**config.mk**
```make
export PLATFORM = sky130hd
export DESIGN_NAME = acc_stack
export DESIGN_NICKNAME = d
export VERILOG_FILES = /design/src/rtl/acc_stack.sv
export SDC_FILE = /design/constraint.sdc
export NUM_CORES = 1
export LEC_CHECK = 0
export ABC_AREA = 1
export CORE_MARGIN = 2
export CORE_UTILIZATION = 35
export DETAILED_ROUTE_END_ITERATION = 10
export GPL_TIMING_DRIVEN = 1
export PLACE_DENSITY_LB_ADDON = 0.2
export SETUP_SLACK_MARGIN = 0.4
export SLEW_MARGIN = 30
export SYNTH_ARGS = -nofsm -noshare
export SYNTH_HDL_FRONTEND = slang
export SYNTH_SLANG_ARGS = --single-unit
```
**constraint.sdc**
```tcl
create_clock -name clk -period 2.5 [get_ports clk]
set_input_delay 0.25 -clock clk [delete_from_list [all_inputs] [get_ports clk]]
set_output_delay 0.25 -clock clk [all_outputs]
set_load 0.02 [all_outputs]
```
**src/rtl/acc_stack.sv**
```systemverilog
// Accumulator register with a small LIFO save stack for context save/restore.
// Optional sticky overflow/underflow flags are built when ACC_STACK_ERR_EN is defined.
module acc_stack #(
    parameter int DATA_W = 8,
    parameter int IMM_W  = 4,
    parameter int DEPTH  = 4,
    localparam int CNT_W = $clog2(DEPTH + 1)
) (
    input  logic              clk,
    input  logic              clb,
    input  logic              load_acc,
    input  logic [1:0]        sel_src,
    input  logic [DATA_W-1:0] alu_out,
    input  logic [DATA_W-1:0] data_in,
    input  logic [IMM_W-1:0]  immediate,
    input  logic              push,
    input  logic              pop,
    input  logic              err_clr,
    output logic [DATA_W-1:0] acc_out,
    output logic              acc_zero,
    output logic [DATA_W-1:0] stk_top,
    output logic [CNT_W-1:0]  stk_cnt,
    output logic              stk_full,
    output logic              stk_empty,
    output logic              ovf_err,
    output logic              unf_err
);

    localparam int IDX_W = $clog2(DEPTH);
    localparam logic [CNT_W-1:0] FULL_CNT = CNT_W'(DEPTH);

    typedef enum logic [1:0] {
        SRC_ALU   = 2'b00,
        SRC_DATA  = 2'b01,
        SRC_IMM   = 2'b10,
        SRC_STACK = 2'b11
    } src_e;

    logic [DATA_W-1:0] r_stack [DEPTH];
    logic [DATA_W-1:0] r_acc;
    logic [CNT_W-1:0]  r_cnt;

    logic              w_full;
    logic              w_empty;
    logic [IDX_W-1:0]  w_top_idx;
    logic [DATA_W-1:0] w_top;
    logic [DATA_W-1:0] w_acc_src;
    logic              w_wr_en;
    logic [IDX_W-1:0]  w_wr_idx;
    logic [CNT_W-1:0]  w_cnt_nxt;
    logic              w_ovf_evt;
    logic              w_unf_evt;

    assign w_full    = (r_cnt == FULL_CNT);
    assign w_empty   = (r_cnt == '0);
    assign w_top_idx = IDX_W'(r_cnt - CNT_W'(1));
    assign w_top     = w_empty ? '0 : r_stack[w_top_idx];

    always_comb begin
        // NOTE: every comb output gets a default first, so no path can infer a latch.
        w_acc_src = alu_out;
        case (src_e'(sel_src))
            SRC_ALU:   w_acc_src = alu_out;
            SRC_DATA:  w_acc_src = data_in;
            SRC_IMM:   w_acc_src = DATA_W'(immediate);
            SRC_STACK: w_acc_src = w_top;
            default:   w_acc_src = alu_out;
        endcase
    end

    always_comb begin
        w_wr_en   = 1'b0;
        w_wr_idx  = IDX_W'(r_cnt);
        w_cnt_nxt = r_cnt;
        w_ovf_evt = 1'b0;
        w_unf_evt = 1'b0;
        case ({push, pop})
            2'b11: begin
                // Swap-save overwrites the top in place; on an empty stack it is a plain push.
                w_wr_en = 1'b1;
                if (w_empty) begin
                    w_cnt_nxt = r_cnt + CNT_W'(1);
                end else begin
                    w_wr_idx = w_top_idx;
                end
            end
            2'b10: begin
                if (w_full) begin
                    w_ovf_evt = 1'b1;
                end else begin
                    w_wr_en   = 1'b1;
                    w_cnt_nxt = r_cnt + CNT_W'(1);
                end
            end
            2'b01: begin
                if (w_empty) begin
                    w_unf_evt = 1'b1;
                end else begin
                    w_cnt_nxt = r_cnt - CNT_W'(1);
                end
            end
            default: ;
        endcase
    end

    always_ff @(posedge clk or negedge clb) begin
        // NOTE: sequential state uses non-blocking assignments so all registers see pre-edge values.
        if (!clb) begin
            r_acc <= '0;
            r_cnt <= '0;
        end else begin
            if (load_acc) r_acc <= w_acc_src;
            r_cnt <= w_cnt_nxt;
        end
    end

    // NOTE: storage has no reset; entries above stk_cnt are never observed.
    always_ff @(posedge clk) begin
        if (w_wr_en) r_stack[w_wr_idx] <= r_acc;
    end

`ifdef ACC_STACK_ERR_EN
    logic r_ovf;
    logic r_unf;

    always_ff @(posedge clk or negedge clb) begin
        if (!clb) begin
            r_ovf <= 1'b0;
            r_unf <= 1'b0;
        end else begin
            if (w_ovf_evt)    r_ovf <= 1'b1;
            else if (err_clr) r_ovf <= 1'b0;
            if (w_unf_evt)    r_unf <= 1'b1;
            else if (err_clr) r_unf <= 1'b0;
        end
    end

    assign ovf_err = r_ovf;
    assign unf_err = r_unf;
`else
    logic w_unused_err;
    assign w_unused_err = &{1'b0, err_clr, w_ovf_evt, w_unf_evt};
    assign ovf_err = 1'b0;
    assign unf_err = 1'b0;
`endif

    assign acc_out   = r_acc;
    assign acc_zero  = (r_acc == '0);
    assign stk_top   = w_top;
    assign stk_cnt   = r_cnt;
    assign stk_full  = w_full;
    assign stk_empty = w_empty;

endmodule

```
==> results of run 1 <==
placed cells by master (no fill, tap or decap), types with 3 or more instances in the layout:
cell type | synthesis | layout
xor2_1 | 3 | 3
nand2_1 | 84 | 84
inv_2 | 2 | 3
nand3_1 | 20 | 20
buf_4 | 5 | 8
clkdlybuf4s50_1 | 0 | 38
dfrtp_1 | 11 | 9
buf_2 | 0 | 4
inv_1 | 28 | 27
edfxtp_1 | 32 | 32
nor2_4 | 0 | 6
o21ai_0 | 5 | 5
nor2_1 | 27 | 23
a21oi_1 | 20 | 20
clkbuf_8 | 0 | 5
what timing repair did:
action	CTS	global route
resized for setup	31	5
endpoints found under the setup margin	26	30
pin swaps	1	3
buffers inserted	3	4
gates cloned	0	1
logic make-up after synthesis:
logic type	after synthesis	synth area share
simple gates	137	0.251
flops	43	0.556
buf+inv	41	0.0884
compound gates	27	0.0625
xor+xnor	5	0.0231
fa+ha+maj	3	0.0169
other cells	1	0.00169
flip-flops by register name, indices dropped and copies added, names as in the netlist:
register and count:
r_stack 32, acc_out 8, stk_cnt 3
critical path, stage by stage (launching register included):
cell             delay (ns)
dfrtp_2                0.44
clkinv_8               0.09
ha_4                   0.33
buf_4                  0.12
nand3_1                0.08
a21oi_1                0.13
clkdlybuf4s15_2        0.27
power breakdown:
part | leakage (nW) | switching (mW) | internal [mW]
sequential | 0.425 | 0.129 | 0.998
combinational | 0.857 | 1.29 | 0.799
clock | 0.0412 | 0.230 | 0.195
routing by layer:
| layer | wire length, um | vias up | track usage | share of wire |
|---|---|---|---|---|
| li1 | - | 932 | - | - |
| met1 | 2290 | 800 | 0.186 | 0.45 |
| met2 | 2380 | 58 | 0.257 | 0.46 |
| met3 | 356 | 7 | 0.0425 | 0.069 |
| met4 | 104 | 0 | 0.0543 | 0.020 |
| met5 | 0 | - | 0 | 0 |
worst max-delay path by stage:
stage | end | slack (ns) | depth (start not counted)
6_report | stk_top[0] | 0.49 | 6
5_1_grt | stk_top[0] | 0.41 | 6
4_1_cts | stk_top[3] | 0.35 | 6
3_5_place_dp | stk_top[3] | 0.32 | 6
3_3_place_gp | stk_top[3] | 0.33 | 6
2_1_floorplan | r_stack[1][0]$_DFFE_PP_ | 0.38 | 11
area by class of cell:
class,count,area [um^2],area share
Clock buffer,6,72.6,0.0244
Timing Repair Buffer,57,539,0.181
Timing Repair inverter,1,8.76,0.00295
Inverter,33,141,0.0476
Clock inverter,2,12.5,0.00421
Sequential cell,43,1240,0.417
Tap cell,77,96.3,0.0324
Multi-Input combinational cell,174,863,0.290
==> flow_summary.toml, run 1 <==
[outcome]
status = "complete, no violations"

[die]
start_util = 0.356
fp.dieArea_um2 = 7000
pin_count = 52
die_width_um = 83.7
core_um2 = 6240
die-height_um = 83.7
num_rows = 29

[placed_design]
port_buffers = 48
place_ws_ns = 0.322
placed_area_um2 = 2820
gp_congestion = 0.696
hpwl_um = 3540
dp_cells = 377

[sta]
holdWs_ns = 0.327
drv_slew = 0
finalSetupTns_ns = 0
period_needed_ns = 2.01
fin_ws_ns = 0.489
rsz0062_at_grt = "false"
maxSlewHeadroom = 0.601
clock_skew_ns = 0.00438
fmax_mhz = 497
setup_viol = 0
timing.final.crit_share = 0.804
finalHoldViolCount = 0
tightest_slew_ns = 0.597

[worst_setup_path]
endpoint_kind = "output pin"
worstSetupStartpoint = "stk_cnt[0]$_DFFE_PN0P_"
r2r_slack_ns = 0.52
cp_max_fo = 10
reg2reg_from = "stk_cnt[0]$_DFFE_PN0P_"
r2r-end = "r_stack[2][4]$_DFFE_PP_"
reg2reg_depth = 9
critPathKind = "reg2out"
critPathLaunchType = "flop"
critical_path_arrival_ns = 1.76
cp.required_ns = 2.25

[global_route]
grt_pass1_vias = 1769
grt_antenna_before_repair = 0
grt_start_max_net_pins = 21
grtUsageTotal = 0.152
grt_pass1_wl_um = 8360
gr-total-overflow = 0

[synthesis]
synth_seq_cells = 43
ys_types = 27
synth.area.top_cells = "edfxtp_1, nand2_1, dfrtp_1, inv_1, nor2_1"
avgSynthCellArea_um2 = 8.65
synth_top_cells_by_count = "nand2_1, edfxtp_1, inv_1"
async_flop_share = 0.256
synth_edf_count = 32
synth_area_um2 = 2220
synth_top_cell_area_share = 0.432
synth_most_common_cell = "nand2_1"
ys_seq_area_frac = 0.556
synthCells = 257
yosysWarnings = 0
synth-main-ff-cell = "edfxtp_1"
synth_largest_area_cell = "edfxtp_1"

[final_layout]
fillers = 626
nets = 346
final_util = 0.476
area_growth_pct = 33.8
diodes = 0
instances_no_fill = 393
final_area_um2 = 2970
drive_gt1_frac = 0.139

[route]
drt_pass1_iterations = 4
wl_um = 5140
drcViolationCount = 0
vias = 1797
drt_first_iter_violations = 66
wl_per_cell_um = 13.1
drt.antenna.violating_nets = 0
viasPerCell = 4.57

[cts]
htreeDepth = 2
numCtsBuffers = 5
cts_hold_buf = 0
cts_buffer_depth = 2
path_clk_slew_ns = 0.08
clkSinkCount = 43
cts_tree = "yes"
clk_latency_ns = 0.29
cts_root_buffer = "clkbuf_8"

[power_and_ir_drop]
p_leak_nw = 1.32
power_per_cell_area_nw_per_um2 = 1220
ir_worst_vdd_v = 0.000589
power_mw = 3.64

[job]
maxCapViolCount = 0

[hold_path]
hold_path_class = "in2async"
(Power assumes the default switching activity.)
==> inputs of run 2 (changes only) <==
clock period = 2 ns   (was 2.5 ns; I/O delays follow)
==> run 2 against run 1 <==
Sequential share of layout area is 6.5 points lower. Clock skew increased by 0.0033 ns. Largest power group unchanged. Highest routed layer unchanged. Critical path type is now reg2reg. Via count up 4.6%. Largest cell class unchanged. Hold slack worse by 0.048 ns.
==> flow_summary.toml, run 2 (synthesized netlist as in run 1, its figures left out) <==
[outcome]
status = "complete, no violations"

[cts]
cts_root_buffer = "clkbuf_8"
cts_hold_buf = 0
htreeDepth = 2
clk_latency_ns = 0.29
numCtsBuffers = 5
path_clk_slew_ns = 0.08
cts_buffer_depth = 2
cts_tree = "yes"
clkSinkCount = 43

[worst_setup_path]
reg2reg_depth = 7
crit_path_frequent_cell = "clkinv_8"
cp_max_fo = 9
critPathKind = "reg2reg"
r2r-end = "r_stack[1][2]$_DFFE_PP_"
max_stage_delay_ns = 0.43
endpoint_kind = "flop"
reg2reg_from = "stk_cnt[0]$_DFFE_PN0P_"
worstSetupStartpoint = "stk_cnt[0]$_DFFE_PN0P_"
r2r_slack_ns = 0.16
critPathTopFamily = "simple AND/OR/NAND/NOR gates"
critPathBufInv = 3
path_cells = "clkinv_8 -> ha_4 -> clkinv_8 -> nand3_1 -> nand3_2 -> nor2_4 -> buf_12"
cpMaxStageDelayCell = "dfrtp_2"
critPathLaunchType = "flop"
critical_path_arrival_ns = 1.85
cp.required_ns = 2.01

[final_layout]
area_growth_pct = 58.5
largest_reg_flops = 32
drive_gt1_frac = 0.282
multi_input_area_um2 = 1150
fillers = 554
instances_no_fill = 407
diodes = 0
seq_area_um2 = 1240
final_util = 0.564
nets = 360
largest_register = "r_stack"
final_cell_mix = "nand2_1, edfxtp_1, inv_1, clkdlybuf4s50_1, nor2_1"
final_common_cell = "nand2_1"

[power_and_ir_drop]
p_sw_frac = 0.443
power_frac_seq = 0.225
power_frac_comb = 0.680
internal-power_mw = 3.38
power_per_cell_area_nw_per_um2 = 1730
power_mw = 6.08
p_leak_nw = 1.58
ir_worst_vdd_v = 0.00102
p_switching_mw = 2.69
clkPwrFrac = 0.096

[sta]
tightest_slew_ns = 0.596
finalHoldViolCount = 0
drv_slew = 0
timing.final.crit_share = 0.920
fmax_mhz = 543
fin_ws_ns = 0.159
maxSlewHeadroom = 0.602
setup_viol = 0
rsz0062_at_grt = "true"
finalSetupTns_ns = 0
clock_skew_ns = 0.00773
period_needed_ns = 1.84

[placed_design]
place_ws_ns = 0.00657
port_buffers = 48
dp_cells = 391
gp_congestion = 0.723
hpwl_um = 3920

[global_route]
grtUsageTotal = 0.166
grt_pass1_wl_um = 9030
grt_antenna_before_repair = 0
gr-total-overflow = 0
grt_start_max_net_pins = 20
grt_pass1_vias = 1871

[job]
maxCapViolCount = 0

[route]
drt.antenna.violating_nets = 0
drcViolationCount = 0
drt_pass1_iterations = 4
wl_met2_um = 2770
vias = 1879
drt_first_iter_violations = 71
dr.max_layer_used = "met4"
wl_per_cell_um = 13.6
wl_met3_um = 255
viasPerCell = 4.62
wl_met1_um = 2440
wl_um = 5540

[hold_path]
hold_path_class = "in2async"

[die]
pin_count = 52
core_um2 = 6240
start_util = 0.356
die_width_um = 83.7
num_rows = 29
die-height_um = 83.7
fp.dieArea_um2 = 7000
==> run 2: power by group through the flow <==
stage / clock network, mW / registers, mW / logic (mW)
after global routing: 0.631 / 1.39 / 4.45
after global placement: 0 / 1.37 / 3.80
after detailed placement: 0 / 1.37 / 3.85
final: 0.581 / 1.37 / 4.13
after CTS: 0.595 / 1.36 / 4.01
after floorplan: 0 / 1.45 / 2.48
==> run 2: metrics by stage <==
stage | hold WS, ns | instance area, um^2
2_1_floorplan | -0.0956 | 2590
3_3_place_gp | 0.563 | 3270
3_5_place_dp | 0.578 | 3270
4_1_cts | 0.297 | 3440
5_1_grt | 0.310 | 3520
6_report | 0.279 | 3520
==> run 2: area by class of cell <==
cell class / instances / share of cell area
tap: 77 / 0.0274
multi-input combinational: 174 / 0.328
clock buffer: 6 / 0.0234
sequential: 43 / 0.351
timing repair buffer: 72 / 0.222
inverter: 33 / 0.0437
clock inverter: 2 / 0.00462
==> run 2: worst max-delay path by stage <==
stage | end | cells after the start | slack (ns)
finish | r_stack[1][2]$_DFFE_PP_ | 7 | 0.16
global route | r_stack[1][2]$_DFFE_PP_ | 7 | 0.08
CTS | stk_top[5] | 6 | 0.14
detailed placement | stk_top[5] | 6 | 0.007
global placement | stk_top[0] | 6 | 0.01
floorplan | r_stack[1][0]$_DFFE_PP_ | 11 | -0.12
==> run 2: repair_timing <==
item                                    4_1_cts  5_1_grt
cloned                                        0        1
buffers inserted                              5        2
endpoints found under the setup margin       50       51
resized for setup                            69       19
pin swaps                                    14        2
==> run 2: metal layers <==
metal | up-vias | global-route usage
met4 | 0 | 0.0601
met5 | - | 0
met2 | 52 | 0.286
met3 | 6 | 0.0336
met1 | 862 | 0.205
li1 | 959 | -
==> inputs of run 3 (changes only) <==
clock period = 1.6 ns   (was 2 ns; I/O delays follow)
==> run 3 against run 2 <==
The flow now finishes with violations (negative setup slack). Fmax is 2.7% higher. Cell count grew 5.9%. Sequential power increased by 23%. Design area grew 9.3%. Non-clock buffer count grew 24. Flip-flop and latch count is the same. Clock-buffer cell count decreased by 1. Critical path type unchanged. Highest routed layer unchanged.
==> flow_summary.toml, run 3 (synthesized netlist as in run 1, its figures left out) <==
[outcome]
status = "finished with violations"
failed_checks = "negative setup slack"

[die]
die-height_um = 83.7
die_width_um = 83.7
core_um2 = 6240
pin_count = 52
fp.dieArea_um2 = 7000
start_util = 0.356
num_rows = 29

[worst_setup_path]
crit_path_frequent_cell = "nor2_4"
critical_path_arrival_ns = 1.81
critPathLaunchType = "flop"
max_stage_delay_ns = 0.43
cp_max_fo = 8
endpoint_kind = "flop"
critPathKind = "reg2reg"
cp.required_ns = 1.61
path_cells = "clkinv_8 -> ha_4 -> inv_2 -> nor2_4 -> nor2_4 -> buf_6 -> nand3_4 -> nand2_1 -> nand2_2 -> nor2_4 -> buf_12"
cpMaxStageDelayCell = "dfrtp_2"

[power_and_ir_drop]
p_switching_mw = 3.77
power_frac_comb = 0.709
power_mw = 8.61
power_per_cell_area_nw_per_um2 = 2240
p_leak_nw = 1.70
internal-power_mw = 4.84
power_frac_seq = 0.195
p_sw_frac = 0.438
ir_worst_vdd_v = 0.00153
clkPwrFrac = 0.096

[final_layout]
diodes = 0
final_cell_mix = "nand2_1, buf_4, edfxtp_1"
largest_reg_flops = 32
largest_register = "r_stack"
drive_gt1_frac = 0.404
final_util = 0.617
final_common_cell = "nand2_1"
fillers = 544
area_growth_pct = 73.3
nets = 385

[sta]
finalSetupTns_ns = -7.28
holdWs_ns = 0.157
fmax_mhz = 558
drv_slew = 0
clock_skew_ns = 0.00743
period_needed_ns = 1.79
rsz0062_at_grt = "true"
fin_ws_ns = -0.192
timing.final.crit_share = 1.12
setup_viol = 47
finalHoldViolCount = 0

[route]
vias = 2001
drcViolationCount = 0
drt.antenna.violating_nets = 0
drt_first_iter_violations = 80
drt_pass1_iterations = 4
wl_per_cell_um = 13.8
viasPerCell = 4.64
wl_um = 5940

[cts]
htreeDepth = 2
cts_tree = "yes"
numCtsBuffers = 5
clk_latency_ns = 0.30
clkSinkCount = 43
cts_root_buffer = "clkbuf_8"
cts_buffer_depth = 2
cts_hold_buf = 0
path_clk_slew_ns = 0.08

[global_route]
grt_use_met2 = 0.313
grt_start_max_net_pins = 19
gr-total-overflow = 0
grt.met1_usage = 0.212
top_usage_layer = "met2"
gr-usage-met3 = 0.0425
grt_antenna_before_repair = 0
grt_pass1_wl_um = 9630
grt_pass1_vias = 2009
grtUsageTotal = 0.177

[hold_path]
hold_path_class = "in2async"

[placed_design]
hpwl_um = 4040
port_buffers = 48
gp_congestion = 0.740

[job]
maxCapViolCount = 0
==> run 3: path summary, 6_finish.rpt <==
path                                             start                       to  slack, ns  cells past startpoint
worst min-delay path                               clb   acc_out[4]$_DFFE_PN0P_       0.16                      2
worst min register to register  acc_out[3]$_DFFE_PN0P_   acc_out[3]$_DFFE_PN0P_       0.57                      2
min in group clk                            data_in[4]   acc_out[4]$_DFFE_PN0P_       0.52                      3
max in group asynchronous                          clb   acc_out[3]$_DFFE_PN0P_       1.27                      2
worst max-delay path            stk_cnt[0]$_DFFE_PN0P_  r_stack[3][7]$_DFFE_PP_      -0.19                     11
worst max register to register  stk_cnt[0]$_DFFE_PN0P_  r_stack[3][7]$_DFFE_PP_      -0.19                     11
==> run 3: metal layers <==
metal,share of wire,up-vias
li1,-,1014
met1,0.41,922
met2,0.52,59
met3,0.054,6
met4,0.013,0
met5,0,-
==> run 3: layout make-up <==
class                           instances  area (um^2)  share of cell area
Tap cell                               77         96.3              0.0250
Clock inverter                          2         37.5             0.00975
Timing Repair Buffer                   96          963               0.250
Multi-Input combinational cell        174         1250               0.326
Timing Repair inverter                  1         16.3             0.00422
Sequential cell                        43         1240               0.322
Inverter                               33          175              0.0455
Clock buffer                            5         68.8              0.0179
==> run 3: stage by stage <==
step,std cells,setup slack (ns),area [um^2]
finish,431,-0.192,3850
detailed placement,407,-0.349,3400
global route,431,-0.263,3850
floorplan,258,-0.520,2600
CTS,422,-0.202,3670
global placement,407,-0.333,3400
==> run 3: repair_timing <==
item | CTS | global route
pin swaps | 21 | 10
buffers inserted | 7 | 8
endpoints found under the setup margin | 65 | 59
resized for setup | 135 | 26
gates cloned | 1 | 1
==> run 3: critical path: cells and delay by family, from the launching register on <==
family	cells	cell delay (ns)
adder cells (fa/ha/maj)	1	0.16
buffers and inverters	4	0.38
flip-flops	1	0.43
AND/OR/NAND/NOR	6	0.55
==> run 3: power groups by stage <==
stage	logic (mW)	clock network, mW	registers, mW
after floorplan	3.11	0	1.82
after global placement	4.90	0	1.69
after detailed placement	4.95	0	1.70
after CTS	5.64	0.837	1.68
after global routing	6.55	0.872	1.71
final	6.11	0.823	1.68
